==> src/rtl/dpr16x4c_ram.sv <==
// Purpose  : 16x4 distributed dual-port RAM, synchronous write port, combinational read port.
// Latency  : write visible at DO from the writing WCK edge onward; read is zero-cycle.
// Backpress: none; a write is accepted on every WCK edge with WRE=1 and RST=0.
//
// Ports:
//   WCK            write clock, rising edge
//   RST            synchronous active-high reset; reloads every word from INITVAL
//   WRE            write enable, active high
//   WAD3..WAD0     write address (WAD3 = MSB)
//   DI3..DI0       write data    (DI3  = MSB)
//   RAD3..RAD0     read address  (RAD3 = MSB)
//   DO3..DO0       read data     (DO3  = MSB), combinational from RAD and contents
//
// INITVAL holds power-up and reset contents: word n occupies bits [4n+3:4n].
module dpr16x4c_ram #(
    parameter logic [63:0] INITVAL = 64'h0
) (
    input  logic WCK,
    input  logic RST,
    input  logic WRE,
    input  logic WAD3,
    input  logic WAD2,
    input  logic WAD1,
    input  logic WAD0,
    input  logic DI3,
    input  logic DI2,
    input  logic DI1,
    input  logic DI0,
    input  logic RAD3,
    input  logic RAD2,
    input  logic RAD1,
    input  logic RAD0,
    output logic DO3,
    output logic DO2,
    output logic DO1,
    output logic DO0
);

    // Storage kept as one flat vector laid out exactly like INITVAL, so both
    // power-up and reset are a single whole-vector load.
    logic [63:0] r_mem = INITVAL;

    logic [3:0] w_wad;
    logic [3:0] w_rad;
    logic [3:0] w_di;
    logic [3:0] w_do;

    assign w_wad = {WAD3, WAD2, WAD1, WAD0};
    assign w_rad = {RAD3, RAD2, RAD1, RAD0};
    assign w_di  = {DI3, DI2, DI1, DI0};

    // Reset wins over a write on the same edge; the pending write is dropped.
    always_ff @(posedge WCK) begin
        if (RST) begin
            r_mem <= INITVAL;
        end else if (WRE) begin
            r_mem[{w_wad, 2'b00} +: 4] <= w_di;
        end
    end

    // Asynchronous read: a same-address write shows old data until the edge,
    // new data right after it, which gives the one-cycle delay-line behaviour.
    assign w_do = r_mem[{w_rad, 2'b00} +: 4];
    assign {DO3, DO2, DO1, DO0} = w_do;

endmodule

==> config.mk <==
export PLATFORM = sky130hd
export DESIGN_NAME = dpr16x4c_ram
export DESIGN_NICKNAME = d
export VERILOG_FILES = /design/src/rtl/dpr16x4c_ram.sv
export SDC_FILE = /design/constraint.sdc
export NUM_CORES = 1
export LEC_CHECK = 0
export ABC_AREA = 1
export ABC_CLOCK_PERIOD_IN_PS = 2700
export BUFFER_PORTS_ARGS = -buffer_cell sky130_fd_sc_hd__buf_4
export CORE_ASPECT_RATIO = 0.75
export CORE_UTILIZATION = 60
export CTS_BUF_LIST = sky130_fd_sc_hd__clkbuf_2
export CTS_CLUSTER_DIAMETER = 50
export DETAILED_ROUTE_END_ITERATION = 12
export PLACE_DENSITY = 0.79
export SETUP_SLACK_MARGIN = 0.15
export SYNTH_ARGS = -nofsm -noshare
export SYNTH_HDL_FRONTEND = slang
export SYNTH_SLANG_ARGS = --single-unit
==> constraint.sdc <==
create_clock -name WCK -period 2.7 [get_ports WCK]
set_input_delay 0.27 -clock WCK [delete_from_list [all_inputs] [get_ports WCK]]
set_output_delay 0.27 -clock WCK [all_outputs]
set_load 0.005 [all_outputs]
==> run summary, run 1 <==
Num rows: 23
Asr flop ratio synth: 0%
Hold_ws: 0.02311 ns
Syn Nets: 537
Tightest Pin Transition: 0.8653 ns
Post-CTS Resized: 0
N_diodes: 0
Hold path depth: 3
Dpl ws: 0.6438 ns
TNS Setup: 0 ns
Sequential fraction of the synthesis area: 38.14%
Final Hold Vio Count: 0
CTS Buffer Depth: 2
Placed cell count: 592
Sink Count: 64
H-tree levels: 3
Crit path max fanout: 2
Worst Min Path Start: DI1
Top_reg_cell synth: dfxtp_1
Crit path to: DO0
WL/cell: 15.43 microns
Setup crit end kind: output port
# Post-CTS Setup Buffers: 0
Crit path launch: r_mem[36]$_SDFFE_PP0P_
Tcrit/Tclk final: 71.25%
Cell Count, Final, Fillers Out: 606
Worst Hold Class: input port to flip-flop
PortBufs: 18
Gr usage total: 34.40%
Vias per inst: 5.650
Crit Path Class: flip-flop to output port
TritonCTS clock tree: done
Setup WS post-layout: 0.7764 ns
Max Cap Viol: 0
Core area: 0.005381 sq mm
Status: finished clean
Met1 WL: 4336 microns
Yosys warnings: 0
Vias in the first global route: 3002
Most common cell in the netlist: nand2_1
Synth area leader: dfxtp_1
Largest register by flop count: r_mem
R2R Setup Slk: 2.01 ns
Share of post-route cells with drive strength above 1: 10.36%
Hold_buf cts: 0
Largest cells by area after synthesis: dfxtp_1 (38%), nand2_1 (12%), nor2_1 (9.9%), a21oi_1 (7.2%), inv_1 (6.4%)
Fin crit period: 1.924 ns
ANT nets after route: 0
Total power per unit cell area: 478.6 mW/mm^2
Setup violators final: 0
Avg Cell Area, Syn: 6.473 sq um
Yosys reg bits: 64
DR WL met2: 3924 microns
Nets: 546
Maximum clock rate: 519.9 MHz
Yosys top cell area share: 38.14%
Yosys cell types: 22
Iter 0 DRT Violations: 333
Drt pass-1 iters: 5
Reg clk slew, reported paths: 0.18 ns
Post-synth top cells: nand2_1 (109), nor2_1 (89), dfxtp_1 (64)
RePlAce Congestion: 0.9595
Post-detail-place hpwl: 6932 microns
RR Startpoint: r_mem[35]$_SDFFE_PP0P_
Top flop regs: r_mem x64
Fin util: 66.50%
Total CTS buffers: 9
Reg2reg end: r_mem[35]$_SDFFE_PP0P_
Gr ovfl total: 0
Starting density of the core: 62.43%
P&R area growth vs syn: 6.518%
Die Span Y: 66.80 microns
Skew final: 0 ns
First-pass GRT wire length: 14700 microns
Pleak: 1.488 nW
Initial antenna violation count: 0
Max Used Layer: met4
Clock latency on the worst-skew pair: 0.50 ns
Required time of the critical path: 2.43 ns
Drt total wl: 9349 microns
Mapped Cells: 519
Maximum VDD drop: 0.0002703 V
EDFF count, synth: 0
Area of the die: 0.005905 sq mm
DRC errors left: 0
Via count: 3424
Met3 routed WL: 849 microns
Die Width: 88.41 microns
Max reg flops: 64
RSZ-0062 raised after global routing: false
Slew headroom: 42.25%
Setup crit start kind: flip-flop
Largest net degree at the start of global routing: 65
Critical path arrival: 1.65 ns
Clk root buf: clkbuf_2
Cell Area, Synth: 0.003359 sq mm
Final Slew Violations: 0
R2R cell count: 4
Ports: 19
[kinds of logic (layout without fill, tap and decap cells)]
| family | Yosys count | count (layout) | share of synthesized area [%] |
|---|---|---|---|
| AND/OR/NAND/NOR | 267 | 267 | 34.26 |
| AO/OA/AOI/OAI | 100 | 100 | 16.09 |
| buffers and inverters | 84 | 96 | 9.907 |
| flip-flops | 64 | 64 | 38.14 |
| adder cells (fa/ha/maj) | 3 | 3 | 1.117 |
| XOR/XNOR | 1 | 1 | 0.4843 |
[worst min path at each step]
stage                                   endpoint  slack [ns]
final                     r_mem[49]$_SDFFE_PP0P_        0.02
after global routing      r_mem[49]$_SDFFE_PP0P_        0.03
after CTS                 r_mem[49]$_SDFFE_PP0P_       0.002
after detailed placement  r_mem[19]$_SDFFE_PP0P_        0.45
after global placement    r_mem[16]$_SDFFE_PP0P_        0.44
after floorplan           r_mem[56]$_SDFFE_PP0P_        0.34
[final cells by class]
| type | count | area (sq um) |
|---|---|---|
| timing repair buffer | 21 | 157.7 |
| clock buffer | 9 | 45.04 |
| fill | 498 | 1803 |
| sequential | 64 | 1281 |
| multi-input combinational | 371 | 1745 |
| inverter | 61 | 229.0 |
| clock inverter | 5 | 26.28 |
| tap | 75 | 93.84 |
[metal layers]
metal | GRT usage (%) | up-vias
met5 | 0 | -
met4 | 13.71 | 0
met3 | 8.798 | 27
met2 | 50.77 | 147
met1 | 47.63 | 1565
li1 | - | 1685
[worst max-delay path, cell delays in order, from the launching register on]
cell,delay [ns]
dfxtp_1,0.37
inv_1,0.05
a21oi_1,0.22
o21ai_0,0.16
nand3_1,0.10
nand3_1,0.08
nand2_1,0.06
buf_4,0.10
[cells in the final DEF, fill, tap and decap left out, types with 2 or more instances in the layout]
cell type	instances
inv_1	57
nand3_2	5
nand3_1	37
o211ai_1	16
o21ai_0	36
inv_2	4
nand4_1	9
buf_4	21
a21oi_1	48
nor3_1	6
nor2_4	2
dfxtp_1	64
clkinv_2	3
ha_1	3
clkbuf_2	9
nor2_2	6
nand2_2	3
nand2_1	109
nor2_1	89
[power breakdown]
group / internal [mW] / switching [mW] / total (mW)
logic: 0.0873 / 0.203 / 0.290
clock network: 0.103 / 0.345 / 0.448
registers: 0.965 / 0.0100 / 0.975
[through the flow]
stage          area (sq um)  power (mW)
3_3_place_gp           3507       1.272
6_report               3578       1.713
3_5_place_dp           3507       1.277
4_1_cts                3578       1.712
5_1_grt                3578       1.786
2_1_floorplan          3359       1.184
No activity file was read; power rests on OpenSTA's default activity.
==> run 2: changes to the inputs <==
==> config.mk (replaced) <==
export PLATFORM = sky130hd
export DESIGN_NAME = dpr16x4c_ram
export DESIGN_NICKNAME = d
export VERILOG_FILES = /design/src/rtl/dpr16x4c_ram.sv
export SDC_FILE = /design/constraint.sdc
export NUM_CORES = 1
export LEC_CHECK = 0
export ABC_AREA = 0
export ABC_CLOCK_PERIOD_IN_PS = 1750
export BUFFER_PORTS_ARGS = -buffer_cell sky130_fd_sc_hd__buf_4
export CORE_ASPECT_RATIO = 0.75
export CORE_UTILIZATION = 57
export CTS_BUF_LIST = sky130_fd_sc_hd__clkbuf_2
export CTS_CLUSTER_DIAMETER = 50
export DETAILED_ROUTE_END_ITERATION = 12
export PLACE_DENSITY = 0.78
export SETUP_SLACK_MARGIN = 0.15
export SYNTH_ARGS = -nofsm -noshare
export SYNTH_HDL_FRONTEND = slang
export SYNTH_SLANG_ARGS = --single-unit
==> constraint.sdc (replaced) <==
create_clock -name WCK -period 1.75 [get_ports WCK]
set_input_delay 0.175 -clock WCK [delete_from_list [all_inputs] [get_ports WCK]]
set_output_delay 0.175 -clock WCK [all_outputs]
set_load 0.005 [all_outputs]
==> run 2 against run 1 <==
  * The run now ends with setup timing left
  * Non-clock buffer count rose by 17
  * Combinational power rose by 7.9%
  * Total power rose by 46%
  * Highest routed layer unchanged
  * Cell count fell by 29%
  * Final area rose by 4.3%
  * Die area rose by 3.1%
  * Sequential share of layout area fell by 1.1 points
  * First-iteration DRC count fell by 15%
  * Largest cell class unchanged
  * Sequential cell count did not move
  * Clock skew did not move
==> run summary, run 2 <==
RR Startpoint: r_mem[41]$_SDFFE_PP0P_
Synth area leader: dfxtp_1
Drt total wl: 8174 microns
Gr usage total: 30.04%
TritonCTS clock tree: done
TNS Setup: -0.5560 ns
Top_reg_cell synth: dfxtp_1
Syn Nets: 335
Register area: 0.001294 sq mm
Largest register by flop count: r_mem
Crit path to: DO1
PortBufs: 18
Total power per unit cell area: 668.3 mW/mm^2
Largest cells by area after synthesis: dfxtp_1 (39%), mux2i_1 (17%), nand2b_1 (11%), mux4_2 (11%), nand2_1 (2.1%)
Setup violators final: 4
CTS Buffer Depth: 2
Cell Count, Final, Fillers Out: 430
Crit path launch: r_mem[53]$_SDFFE_PP0P_
Post-synth top cells: dfxtp_1 (64), nand2b_1 (58), mux2i_1 (56)
Max reg flops: 64
Total CTS buffers: 9
Yosys reg bits: 64
Largest net degree at the start of global routing: 52
Fin util: 68.62%
R2R Setup Slk: 1.06 ns
Share of post-route cells with drive strength above 1: 26.20%
Die Width: 89.77 microns
Nets: 369
Most frequent cells in the layout: nand2b_1 (58), mux2i_1 (56), dfxtp_1 (54), buf_4 (33), nand2_1 (18)
RePlAce Congestion: 0.8587
Via count: 2515
Die Span Y: 67.83 microns
Commonest non-fill, non-tap cell in the layout: nand2b_1
Gr ovfl total: 0
Worst Hold Class: input port to flip-flop
Pleak: 1.485 nW
Setup crit start kind: flip-flop
Yosys warnings: 0
Maximum VDD drop: 0.0004559 V
Num rows: 23
Crit Path Class: flip-flop to output port
P&R area growth vs syn: 13.34%
Area of the multi-input gates: 0.001957 sq mm
Sink Count: 64
Initial antenna violation count: 0
Status: finished with violations
RSZ-0062 raised after global routing: true
Fill count: 411
H-tree levels: 3
Skew final: 0 ns
Met1 usage: 42.27%
Hold_ws: 0.08876 ns
Tightest Pin Transition: 0.5559 ns
Tcrit/Tclk final: 108.8%
Drt pass-1 iters: 5
Yosys cell types: 37
First-pass GRT wire length: 13390 microns
Fin crit period: 1.904 ns
Sequential fraction of the synthesis area: 38.91%
Post-detail-place hpwl: 6067 microns
Setup crit end kind: output port
Starting density of the core: 60.55%
Clock latency on the worst-skew pair: 0.48 ns
WL/cell: 19.01 microns
Vias per inst: 5.849
GR Util met3: 8.000%
Core area: 0.005439 sq mm
DRC errors left: 0
Max Cap Viol: 0
Top flop regs: r_mem x64
PnR Total Power: 2.494 mW
Gr busiest metal: met2
N_diodes: 0
Yosys top cell area share: 38.91%
Most common cell in the netlist: dfxtp_1
Iter 0 DRT Violations: 284
Maximum clock rate: 525.2 MHz
Final Slew Violations: 0
Reg clk slew, reported paths: 0.17 ns
Area of the die: 0.006089 sq mm
Crit path max fanout: 2
Required time of the critical path: 1.57 ns
Clk root buf: clkbuf_2
Asr flop ratio synth: 0%
Setup WS post-layout: -0.1541 ns
Reg2reg end: r_mem[41]$_SDFFE_PP0P_
Avg Cell Area, Syn: 10.39 sq um
Met2 usage: 46.73%
Vias in the first global route: 2436
Mapped Cells: 317
ANT nets after route: 0
Cell Area, Synth: 0.003293 sq mm
Final Hold Vio Count: 0
Failing checks: setup timing
Placed cell count: 411
R2R cell count: 2
EDFF count, synth: 0
Critical path arrival: 1.73 ns
Slew headroom: 62.87%
Ports: 19
-- run 2: final cells by class --
cell class,count,area share [%]
Multi-Input combinational cell,235,52.43
Timing Repair Buffer,38,8.012
Sequential cell,64,34.66
Clock buffer,11,1.475
Tap cell,75,2.514
Clock inverter,4,0.6034
Inverter,3,0.3017
-- run 2: repair_timing --
item	CTS	global route
resized for setup	10	7
pin swaps	7	0
setup buffers	0	0
setup endpoints to repair	4	4
hold buffers	4	0
endpoints found under the hold margin	12	0
-- run 2: kinds of logic (layout without fill, tap and decap cells) --
family,after synthesis,count (layout),share of synthesized area (%)
AO/OA/AOI/OAI,35,35,7.371
XOR/XNOR,2,2,0.5320
adder cells (fa/ha/maj),3,3,1.140
buffers and inverters,18,56,2.584
flip-flops,64,64,38.91
multiplexers,73,73,28.31
AND/OR/NAND/NOR,122,122,21.16
-- run 2: metrics by stage --
step	cell area [sq um]	setup WS, ns
final	3732	-0.1541
after global routing	3732	-0.2411
after CTS	3714	-0.1657
after detailed placement	3568	0.02753
after global placement	3568	0.07175
after floorplan	3293	0.1815
-- run 2: worst min path at each step --
stage / startpoint / endpoint / slack, ns / cells after the start
global route: RST / r_mem[1]$_SDFFE_PP0P_ / 0.05 / 2
global placement: r_mem[32]$_SDFFE_PP0P_ / r_mem[32]$_SDFFE_PP0P_ / 0.46 / 2
finish: RST / r_mem[2]$_SDFFE_PP0P_ / 0.09 / 2
floorplan: DI0 / r_mem[0]$_SDFFE_PP0P_ / 0.32 / 2
detailed placement: r_mem[39]$_SDFFE_PP0P_ / r_mem[39]$_SDFFE_PP0P_ / 0.46 / 2
CTS: RST / r_mem[3]$_SDFFE_PP0P_ / 0.07 / 2
-- run 2: worst max-delay path, stage by stage (launching register included) --
cell	delay, ns
dfxtp_1	0.35
mux4_2	0.48
a22oi_2	0.18
nand2_1	0.09
buf_4	0.14
-- run 2: report_power, final --
| part | switching [mW] | leakage, nW | internal [mW] | total, mW |
|---|---|---|---|---|
| clock | 0.519 | 0.0576 | 0.184 | 0.703 |
| combinational | 0.180 | 0.906 | 0.133 | 0.313 |
| sequential | 0.00746 | 0.521 | 1.47 | 1.48 |
-- run 2: per-layer routing --
metal	wire, microns	up-vias	part of all wire (%)
met4	78	0	0.95
met1	3717	1210	45
li1	-	1193	-
met5	0	-	0
met3	621	12	7.6
met2	3757	100	46
